**config.mk**
```make
export PLATFORM = sky130hd
export DESIGN_NAME = vjtag_driver_flat
export DESIGN_NICKNAME = d
export VERILOG_FILES = /design/src/rtl/vjtag_drv_pkg.sv /design/src/rtl/vjtag_if.sv /design/src/rtl/vjtag_tck_gen.sv /design/src/rtl/vjtag_driver.sv /design/src/flat_wrapper.sv
export SDC_FILE = /design/constraint.sdc
export NUM_CORES = 1
export LEC_CHECK = 0
export BUFFER_PORTS_ARGS = -buffer_cell sky130_fd_sc_hd__buf_2
export CAP_MARGIN = 20
export CORE_MARGIN = 2
export CORE_UTILIZATION = 40
export DETAILED_ROUTE_END_ITERATION = 16
export PLACE_DENSITY_LB_ADDON = 0.2
export SLEW_MARGIN = 20
export SYNTH_ARGS = -nofsm -noshare
export SYNTH_HDL_FRONTEND = slang
export SYNTH_SLANG_ARGS = --single-unit
export TNS_END_PERCENT = 5
```
**constraint.sdc**
```tcl
create_clock -name clk_i -period 8 [get_ports clk_i]
set_input_delay 0.8 -clock clk_i [delete_from_list [all_inputs] [get_ports clk_i]]
set_output_delay 0.8 -clock clk_i [all_outputs]
set_load 0.02 [all_outputs]
```
**src/rtl/vjtag_drv_pkg.sv**
```systemverilog
// Shared types for the virtual-JTAG host driver: scan state encoding and cmd_len width helper.
package vjtag_drv_pkg;

    typedef enum logic [3:0] {
        IDLE,
        CIR,
        UIR,
        CDR,
        SDR,
        E1DR,
        PDR,
        E2DR,
        UDR
    } vjtag_drv_state_t;

    // Width needed to express a DR length of 0..dr_w inclusive.
    function automatic int cmd_len_width(input int dr_w);
        return $clog2(dr_w + 1);
    endfunction

endpackage

```
**src/rtl/vjtag_if.sv**
```systemverilog
// Virtual-JTAG bundle: the host (out) drives tck, tdi, ir_in and the TAP state strobes;
// the user logic (in) answers with tdo and ir_out.
interface vjtag_if #(
    parameter int IR_W = 3
);
    logic            tck;
    logic            tdi;
    logic            tdo;
    logic [IR_W-1:0] ir_in;
    logic [IR_W-1:0] ir_out;
    logic            virtual_state_cdr;
    logic            virtual_state_sdr;
    logic            virtual_state_e1dr;
    logic            virtual_state_pdr;
    logic            virtual_state_e2dr;
    logic            virtual_state_udr;
    logic            virtual_state_cir;
    logic            virtual_state_uir;

    modport out (
        output tck, tdi, ir_in,
        output virtual_state_cdr, virtual_state_sdr, virtual_state_e1dr,
        output virtual_state_pdr, virtual_state_e2dr, virtual_state_udr,
        output virtual_state_cir, virtual_state_uir,
        input  tdo, ir_out
    );

    modport in (
        input  tck, tdi, ir_in,
        input  virtual_state_cdr, virtual_state_sdr, virtual_state_e1dr,
        input  virtual_state_pdr, virtual_state_e2dr, virtual_state_udr,
        input  virtual_state_cir, virtual_state_uir,
        output tdo, ir_out
    );

endinterface

```
**src/rtl/vjtag_tck_gen.sv**
```systemverilog
// Free-running tck divider; rise_o/fall_o flag the clk edge on which tck goes 0->1 / 1->0.
module vjtag_tck_gen #(
    parameter int TCK_DIV = 4
) (
    input  logic clk_i,
    input  logic rst_i,
    output logic tck_o,
    output logic rise_o,
    output logic fall_o
);

    localparam int CW = (TCK_DIV > 1) ? $clog2(TCK_DIV) : 1;

    logic [CW-1:0] div_cnt_reg;
    logic          tck_reg;
    logic          wrap;

    assign wrap = (div_cnt_reg == CW'(TCK_DIV - 1));

    always_ff @(posedge clk_i or posedge rst_i) begin
        if (rst_i) begin
            div_cnt_reg <= '0;
            tck_reg     <= 1'b0;
        end else if (wrap) begin
            div_cnt_reg <= '0;
            tck_reg     <= ~tck_reg;
        end else begin
            div_cnt_reg <= div_cnt_reg + CW'(1);
        end
    end

    // Pulses are combinational so the FSM updates on the very edge that moves tck.
    assign rise_o = wrap & ~tck_reg;
    assign fall_o = wrap &  tck_reg;
    assign tck_o  = tck_reg;

endmodule

```
**src/rtl/vjtag_driver.sv**
```systemverilog
// Host-side virtual-JTAG driver: runs IR/DR scan commands over a vjtag_if bundle.
// Optional PDR/E2DR pause after E1DR is built when VJTAG_DRV_PAUSE_EN is defined.
module vjtag_driver
    import vjtag_drv_pkg::*;
#(
    parameter  int IR_W       = 3,
    parameter  int DR_W       = 32,
    parameter  int TCK_DIV    = 4,
    parameter  int PAUSE_TCKS = 2,
    localparam int LEN_W      = cmd_len_width(DR_W)
) (
    input  logic             clk_i,
    input  logic             rst_i,
    input  logic             cmd_valid_i,
    output logic             cmd_ready_o,
    input  logic             cmd_is_ir_i,
    input  logic [IR_W-1:0]  cmd_ir_i,
    input  logic [DR_W-1:0]  cmd_data_i,
    input  logic [LEN_W-1:0] cmd_len_i,
    output logic             rsp_valid_o,
    output logic [DR_W-1:0]  rsp_data_o,
    output logic [IR_W-1:0]  rsp_ir_o,
    vjtag_if.out             vjtag
);

    generate
        if (TCK_DIV < 1 || PAUSE_TCKS < 1) begin : g_bad_params
            $error("vjtag_driver: TCK_DIV and PAUSE_TCKS must be >= 1");
        end
    endgenerate

    logic tck;
    logic tck_rise;
    logic tck_fall;

    vjtag_tck_gen #(
        .TCK_DIV(TCK_DIV)
    ) u_tck_gen (
        .clk_i (clk_i),
        .rst_i (rst_i),
        .tck_o (tck),
        .rise_o(tck_rise),
        .fall_o(tck_fall)
    );

    vjtag_drv_state_t state_reg, state_next;
    logic             pending_reg, pending_next;
    logic             is_ir_reg, is_ir_next;
    logic [IR_W-1:0]  ir_cmd_reg, ir_cmd_next;
    logic [DR_W-1:0]  shift_reg, shift_next;
    logic [LEN_W-1:0] remain_reg, remain_next;
    logic [DR_W-1:0]  mask_reg, mask_next;
    logic [DR_W-1:0]  cap_reg, cap_next;
    logic [IR_W-1:0]  ir_cap_reg, ir_cap_next;
    logic             tdi_reg, tdi_next;
    logic [IR_W-1:0]  ir_in_reg, ir_in_next;
    logic             rsp_valid_reg, rsp_valid_next;
    logic [DR_W-1:0]  rsp_data_reg, rsp_data_next;
    logic [IR_W-1:0]  rsp_ir_reg, rsp_ir_next;
    logic [LEN_W-1:0] len_clamped;
    logic             accept;

`ifdef VJTAG_DRV_PAUSE_EN
    localparam int PCW = (PAUSE_TCKS > 1) ? $clog2(PAUSE_TCKS) : 1;
    logic [PCW-1:0] pause_cnt_reg, pause_cnt_next;
`endif

    // A command is only taken between scans, and not while a taken one waits for its first fall.
    assign cmd_ready_o = (state_reg == IDLE) && !pending_reg && !rst_i;
    assign accept      = cmd_valid_i && cmd_ready_o;
    assign len_clamped = (cmd_len_i > LEN_W'(DR_W)) ? LEN_W'(DR_W) : cmd_len_i;

    always_comb begin
        state_next     = state_reg;
        pending_next   = pending_reg;
        is_ir_next     = is_ir_reg;
        ir_cmd_next    = ir_cmd_reg;
        shift_next     = shift_reg;
        remain_next    = remain_reg;
        mask_next      = mask_reg;
        cap_next       = cap_reg;
        ir_cap_next    = ir_cap_reg;
        tdi_next       = tdi_reg;
        ir_in_next     = ir_in_reg;
        rsp_valid_next = 1'b0;
        rsp_data_next  = rsp_data_reg;
        rsp_ir_next    = rsp_ir_reg;
`ifdef VJTAG_DRV_PAUSE_EN
        pause_cnt_next = pause_cnt_reg;
`endif

        if (accept) begin
            pending_next = 1'b1;
            is_ir_next   = cmd_is_ir_i;
            ir_cmd_next  = cmd_ir_i;
            shift_next   = cmd_data_i;
            remain_next  = len_clamped;
            mask_next    = DR_W'(1);
            cap_next     = '0;
        end

        case (state_reg)
            IDLE: begin
                if (pending_reg && tck_fall) begin
                    pending_next = 1'b0;
                    state_next   = is_ir_reg ? CIR : CDR;
                end
            end
            CIR: begin
                if (tck_rise) begin
                    ir_cap_next = vjtag.ir_out;
                end
                if (tck_fall) begin
                    state_next = UIR;
                    ir_in_next = ir_cmd_reg;
                end
            end
            UIR: begin
                if (tck_fall) begin
                    state_next     = IDLE;
                    rsp_valid_next = 1'b1;
                    rsp_ir_next    = ir_cap_reg;
                end
            end
            CDR: begin
                if (tck_fall) begin
                    if (remain_reg == '0) begin
                        state_next = E1DR;
                    end else begin
                        state_next = SDR;
                        tdi_next   = shift_reg[0];
                        shift_next = shift_reg >> 1;
                    end
                end
            end
            SDR: begin
                // mask_reg is one-hot on the bit position of the current shift period.
                if (tck_rise) begin
                    cap_next = cap_reg | (mask_reg & {DR_W{vjtag.tdo}});
                end
                if (tck_fall) begin
                    mask_next   = mask_reg << 1;
                    remain_next = remain_reg - LEN_W'(1);
                    if (remain_reg == LEN_W'(1)) begin
                        state_next = E1DR;
                        tdi_next   = 1'b0;
                    end else begin
                        tdi_next   = shift_reg[0];
                        shift_next = shift_reg >> 1;
                    end
                end
            end
            E1DR: begin
                if (tck_fall) begin
`ifdef VJTAG_DRV_PAUSE_EN
                    state_next     = PDR;
                    pause_cnt_next = '0;
`else
                    state_next     = UDR;
`endif
                end
            end
`ifdef VJTAG_DRV_PAUSE_EN
            PDR: begin
                if (tck_fall) begin
                    if (pause_cnt_reg == PCW'(PAUSE_TCKS - 1)) begin
                        state_next = E2DR;
                    end else begin
                        pause_cnt_next = pause_cnt_reg + PCW'(1);
                    end
                end
            end
            E2DR: begin
                if (tck_fall) begin
                    state_next = UDR;
                end
            end
`endif
            UDR: begin
                if (tck_fall) begin
                    state_next     = IDLE;
                    rsp_valid_next = 1'b1;
                    rsp_data_next  = cap_reg;
                end
            end
            default: begin
                state_next = IDLE;
            end
        endcase
    end

    always_ff @(posedge clk_i or posedge rst_i) begin
        if (rst_i) begin
            state_reg     <= IDLE;
            pending_reg   <= 1'b0;
            is_ir_reg     <= 1'b0;
            ir_cmd_reg    <= '0;
            shift_reg     <= '0;
            remain_reg    <= '0;
            mask_reg      <= '0;
            cap_reg       <= '0;
            ir_cap_reg    <= '0;
            tdi_reg       <= 1'b0;
            ir_in_reg     <= '0;
            rsp_valid_reg <= 1'b0;
            rsp_data_reg  <= '0;
            rsp_ir_reg    <= '0;
        end else begin
            state_reg     <= state_next;
            pending_reg   <= pending_next;
            is_ir_reg     <= is_ir_next;
            ir_cmd_reg    <= ir_cmd_next;
            shift_reg     <= shift_next;
            remain_reg    <= remain_next;
            mask_reg      <= mask_next;
            cap_reg       <= cap_next;
            ir_cap_reg    <= ir_cap_next;
            tdi_reg       <= tdi_next;
            ir_in_reg     <= ir_in_next;
            rsp_valid_reg <= rsp_valid_next;
            rsp_data_reg  <= rsp_data_next;
            rsp_ir_reg    <= rsp_ir_next;
        end
    end

`ifdef VJTAG_DRV_PAUSE_EN
    always_ff @(posedge clk_i or posedge rst_i) begin
        if (rst_i) begin
            pause_cnt_reg <= '0;
        end else begin
            pause_cnt_reg <= pause_cnt_next;
        end
    end
`endif

    // Strobes decode straight from the state register, so they are one-hot and move only at fall.
    assign vjtag.tck                = tck;
    assign vjtag.tdi                = tdi_reg;
    assign vjtag.ir_in              = ir_in_reg;
    assign vjtag.virtual_state_cdr  = (state_reg == CDR);
    assign vjtag.virtual_state_sdr  = (state_reg == SDR);
    assign vjtag.virtual_state_e1dr = (state_reg == E1DR);
    assign vjtag.virtual_state_udr  = (state_reg == UDR);
    assign vjtag.virtual_state_cir  = (state_reg == CIR);
    assign vjtag.virtual_state_uir  = (state_reg == UIR);
`ifdef VJTAG_DRV_PAUSE_EN
    assign vjtag.virtual_state_pdr  = (state_reg == PDR);
    assign vjtag.virtual_state_e2dr = (state_reg == E2DR);
`else
    assign vjtag.virtual_state_pdr  = 1'b0;
    assign vjtag.virtual_state_e2dr = 1'b0;
`endif

    assign rsp_valid_o = rsp_valid_reg;
    assign rsp_data_o  = rsp_data_reg;
    assign rsp_ir_o    = rsp_ir_reg;

endmodule

```
**src/flat_wrapper.sv**
```systemverilog
// flat-port wrapper written by rule: the top's interface ports become plain ports
module vjtag_driver_flat import vjtag_drv_pkg::*;
#(
    parameter  int IR_W       = 3,
    parameter  int DR_W       = 32,
    parameter  int TCK_DIV    = 4,
    parameter  int PAUSE_TCKS = 2,
    localparam int LEN_W      = cmd_len_width(DR_W)
)
  (clk_i, rst_i, cmd_valid_i, cmd_ready_o, cmd_is_ir_i, cmd_ir_i, cmd_data_i, cmd_len_i, rsp_valid_o, rsp_data_o, rsp_ir_o, vjtag_tck, vjtag_tdi, vjtag_ir_in, vjtag_virtual_state_cdr, vjtag_virtual_state_sdr, vjtag_virtual_state_e1dr, vjtag_virtual_state_pdr, vjtag_virtual_state_e2dr, vjtag_virtual_state_udr, vjtag_virtual_state_cir, vjtag_virtual_state_uir, vjtag_tdo, vjtag_ir_out);
  vjtag_if #(.IR_W(IR_W)) vjtag_i ();
  input  logic clk_i;
  input  logic rst_i;
  input  logic cmd_valid_i;
  output logic cmd_ready_o;
  input  logic cmd_is_ir_i;
  input  logic [IR_W-1:0] cmd_ir_i;
  input  logic [DR_W-1:0] cmd_data_i;
  input  logic [LEN_W-1:0] cmd_len_i;
  output logic rsp_valid_o;
  output logic [DR_W-1:0] rsp_data_o;
  output logic [IR_W-1:0] rsp_ir_o;
  output wire logic [$bits(vjtag_i.tck)-1:0] vjtag_tck;
  output wire logic [$bits(vjtag_i.tdi)-1:0] vjtag_tdi;
  output wire logic [$bits(vjtag_i.ir_in)-1:0] vjtag_ir_in;
  output wire logic [$bits(vjtag_i.virtual_state_cdr)-1:0] vjtag_virtual_state_cdr;
  output wire logic [$bits(vjtag_i.virtual_state_sdr)-1:0] vjtag_virtual_state_sdr;
  output wire logic [$bits(vjtag_i.virtual_state_e1dr)-1:0] vjtag_virtual_state_e1dr;
  output wire logic [$bits(vjtag_i.virtual_state_pdr)-1:0] vjtag_virtual_state_pdr;
  output wire logic [$bits(vjtag_i.virtual_state_e2dr)-1:0] vjtag_virtual_state_e2dr;
  output wire logic [$bits(vjtag_i.virtual_state_udr)-1:0] vjtag_virtual_state_udr;
  output wire logic [$bits(vjtag_i.virtual_state_cir)-1:0] vjtag_virtual_state_cir;
  output wire logic [$bits(vjtag_i.virtual_state_uir)-1:0] vjtag_virtual_state_uir;
  input wire logic [$bits(vjtag_i.tdo)-1:0] vjtag_tdo;
  input wire logic [$bits(vjtag_i.ir_out)-1:0] vjtag_ir_out;
  assign vjtag_tck = vjtag_i.tck;
  assign vjtag_tdi = vjtag_i.tdi;
  assign vjtag_ir_in = vjtag_i.ir_in;
  assign vjtag_virtual_state_cdr = vjtag_i.virtual_state_cdr;
  assign vjtag_virtual_state_sdr = vjtag_i.virtual_state_sdr;
  assign vjtag_virtual_state_e1dr = vjtag_i.virtual_state_e1dr;
  assign vjtag_virtual_state_pdr = vjtag_i.virtual_state_pdr;
  assign vjtag_virtual_state_e2dr = vjtag_i.virtual_state_e2dr;
  assign vjtag_virtual_state_udr = vjtag_i.virtual_state_udr;
  assign vjtag_virtual_state_cir = vjtag_i.virtual_state_cir;
  assign vjtag_virtual_state_uir = vjtag_i.virtual_state_uir;
  assign vjtag_i.tdo = vjtag_tdo;
  assign vjtag_i.ir_out = vjtag_ir_out;
  vjtag_driver #(.IR_W(IR_W), .DR_W(DR_W), .TCK_DIV(TCK_DIV), .PAUSE_TCKS(PAUSE_TCKS)) u_core (.clk_i(clk_i), .rst_i(rst_i), .cmd_valid_i(cmd_valid_i), .cmd_ready_o(cmd_ready_o), .cmd_is_ir_i(cmd_is_ir_i), .cmd_ir_i(cmd_ir_i), .cmd_data_i(cmd_data_i), .cmd_len_i(cmd_len_i), .rsp_valid_o(rsp_valid_o), .rsp_data_o(rsp_data_o), .rsp_ir_o(rsp_ir_o), .vjtag(vjtag_i));
endmodule
```
==> metrics <==
run status complete, no violations; worst stage delay on the critical path 510 ps; clock latency of the later-clocked register in the worst-skew pair 420 ps; max frequency 365 MHz; worst min-delay path category reg2reg; count of buffer and inverter cells on the critical path 1; final cell utilization of the core 47.6%; number of clock sinks seen by CTS 157; sum of internal, switching and leakage power 2.11 mW; fraction of final layout cells with drive strength greater than 1 42.1%; net total in the final layout 608; clock input transition at the sequential cells of the worst setup and hold paths 60 ps; worst clock skew on the final layout 7.15 ps; headroom to the max-slew limit 31.1%; largest driver fanout on the critical path 44; estimated wirelength of the detail-placed design 8150 um; CTS root buffer clkbuf_16; Starting DRT DRC Count 197; die height 133 um; register bit count reported by yosys 157; number of cells on the critical path 6; total area of multi-input combinational cells 2530 sq um; number of standard cells after synthesis 468; post-CTS setup buffers 0; count of standard-cell rows 47; final slew viol count 0; power per cell area 269 nW/um^2; cell total after placement 756; H-tree level count 4; count of final hold-check violations 0; beginning of the critical path u_core.u_tck_gen.div_cnt_reg[0]$_DFF_PP0_; count of warnings emitted by yosys 0; GPL Wtd Cong 0.779; Fin Hold WS 437 ps; EDFF count, synth 0; number of filler instances in the final layout 1,486; cell area after placement 7280 sq um; class of the most critical setup path reg2reg; proportion of register bits with asynchronous set or reset after synthesis 100%; endpoint type of the worst setup path flop; die span in x 133 um; launch instance of the worst min-delay path u_core.u_tck_gen.div_cnt_reg[0]$_DFF_PP0_; RSZ-0062 raised after global routing false; Via Count 4,063; largest net degree at the start of global routing 85; mean area per synthesized cell 14.3 sq um; clock tree from TritonCTS yes; starting utilization of the core area 40.7%; first drt pass iteration count 5; most used cells in the layout excluding fill and tap cells dfrtp_1 (157), buf_2 (96), mux2_2 (67); Cell Chain, Critical Path ha_1, and2_4, and3_2, a22oi_4, buf_4, mux2_2; first-pass GRT wire length 21,700 um; count of final setup violators 0; Critical-path top delay cell buf_4; DIE AREA 17,800 sq um; area taken by flip-flops and latches 3930 sq um; WL per Instance 16.4 um; Resized cells post-CTS 0; number of CTS-inserted buffers 17; worst path required time 8300 ps; routed length on met1 6060 um; final antenna-violating net count 0; highest metal layer used by the detailed router met4; distinct cell type count of the synthesized netlist 44; placeable core area 16,500 sq um; number of buffers between clock root and the deepest sink 2; post-layout instance area 7850 sq um; slew of the pin with the lowest slew margin 1030 ps; most common flop cell mapped by yosys dfrtp_1; hold-fix buffers at CTS 0; total met3 wirelength after detailed routing 497 um; most common library cell in the layout ignoring fill and taps dfrtp_1; kind of launch point of the worst setup path flop; number of top-level pins 99; count of buffers from port buffering 96; ratio of routed vias to standard cells 5.16; WP data arrival 3040 ps; leakage dissipation 4.03 nW; Final Instance Count excl. Fillers 788; total wire length 12,900 um; via count of the first global-routing pass 4,223; peak supply drop 149 uV; cell area after synthesis 6710 sq um; total global routing track utilization 15.4%; Sum Neg Setup Slack 0 ps; met2 layer wire length in the routed design 6190 um; Area Overhead vs Synth 17.0%; portion of the clock cycle consumed by the worst path in the final layout 34.2%; reg-to-reg critical path startpoint u_core.u_tck_gen.div_cnt_reg[0]$_DFF_PP0_; minimum setup slack in the final design 5260 ps; Worst path top cell family by delay simple AND/OR/NAND/NOR gates; Inserted Diodes 0; number of remaining DRC errors 0; worst setup slack before clock tree synthesis 5000 ps; Worst Hold Depth 1; post-layout minimum cycle time 2740 ps; total congestion overflow after global routing 0; number of cells traversed by the worst register-to-register path 6; number of maximum-capacitance constraint violations 0; number of antenna violations at the first check in global routing 0; register area share after synthesis 58.6%
-- synthesized netlist by cell type (all sizes together), types with 6 or more instances --
master	number	area share, %
dfrtp	157	59
a22o	63	8.2
buf	25	3.0
mux2	105	19
nor3	7	0.60
nand2	26	1.5
nor2	9	0.58
clkbuf	9	0.50
inv	6	0.34
mux2i	6	0.90
-- per-layer routing --
metal	vias to the layer above	global-route usage, %
met2	91	23.3
met3	17	3.65
li1	1883	-
met5	-	0
met4	0	6.21
met1	2072	21.7
-- layout make-up --
type,count,area share (%)
repair buffers,101,6.65
inverters,6,0.351
clock buffers,21,5.74
clock inverters,11,1.39
multi-input cells,272,32.3
flip-flops and latches,157,50.1
well taps,220,3.51
-- cell families after synthesis --
logic type	count (synthesis)	share of synthesized area (%)
flip-flops	157	58.6
multiplexers	111	20.2
AO/OA/AOI/OAI	85	11.1
AND/OR/NAND/NOR	69	5.39
buffers and inverters	40	3.84
adder cells (fa/ha/maj)	4	0.746
other	1	0.0559
XOR/XNOR	1	0.131
-- final timing paths --
check | slack [ps] | endpoint
worst max-delay path | 5260 | u_core.shift_reg[29]$_DFF_PP0_
worst min-delay path | 440 | u_core.u_tck_gen.div_cnt_reg[0]$_DFF_PP0_
worst max register to register | 5260 | u_core.shift_reg[29]$_DFF_PP0_
worst min register to register | 440 | u_core.u_tck_gen.div_cnt_reg[0]$_DFF_PP0_
max in group asynchronous | 6330 | u_core.rsp_data_o[4]$_DFFE_PP0P_
min in group asynchronous | 480 | u_core.ir_cmd_reg[0]$_DFFE_PP0N_
-- report_power, final --
part           leakage [nW]  internal (mW)  switching, mW
Combinational          1.67          0.215          0.159
Sequential             2.10          0.897         0.0823
Clock                 0.261          0.439          0.321
Power figures use the tool's default switching activity.
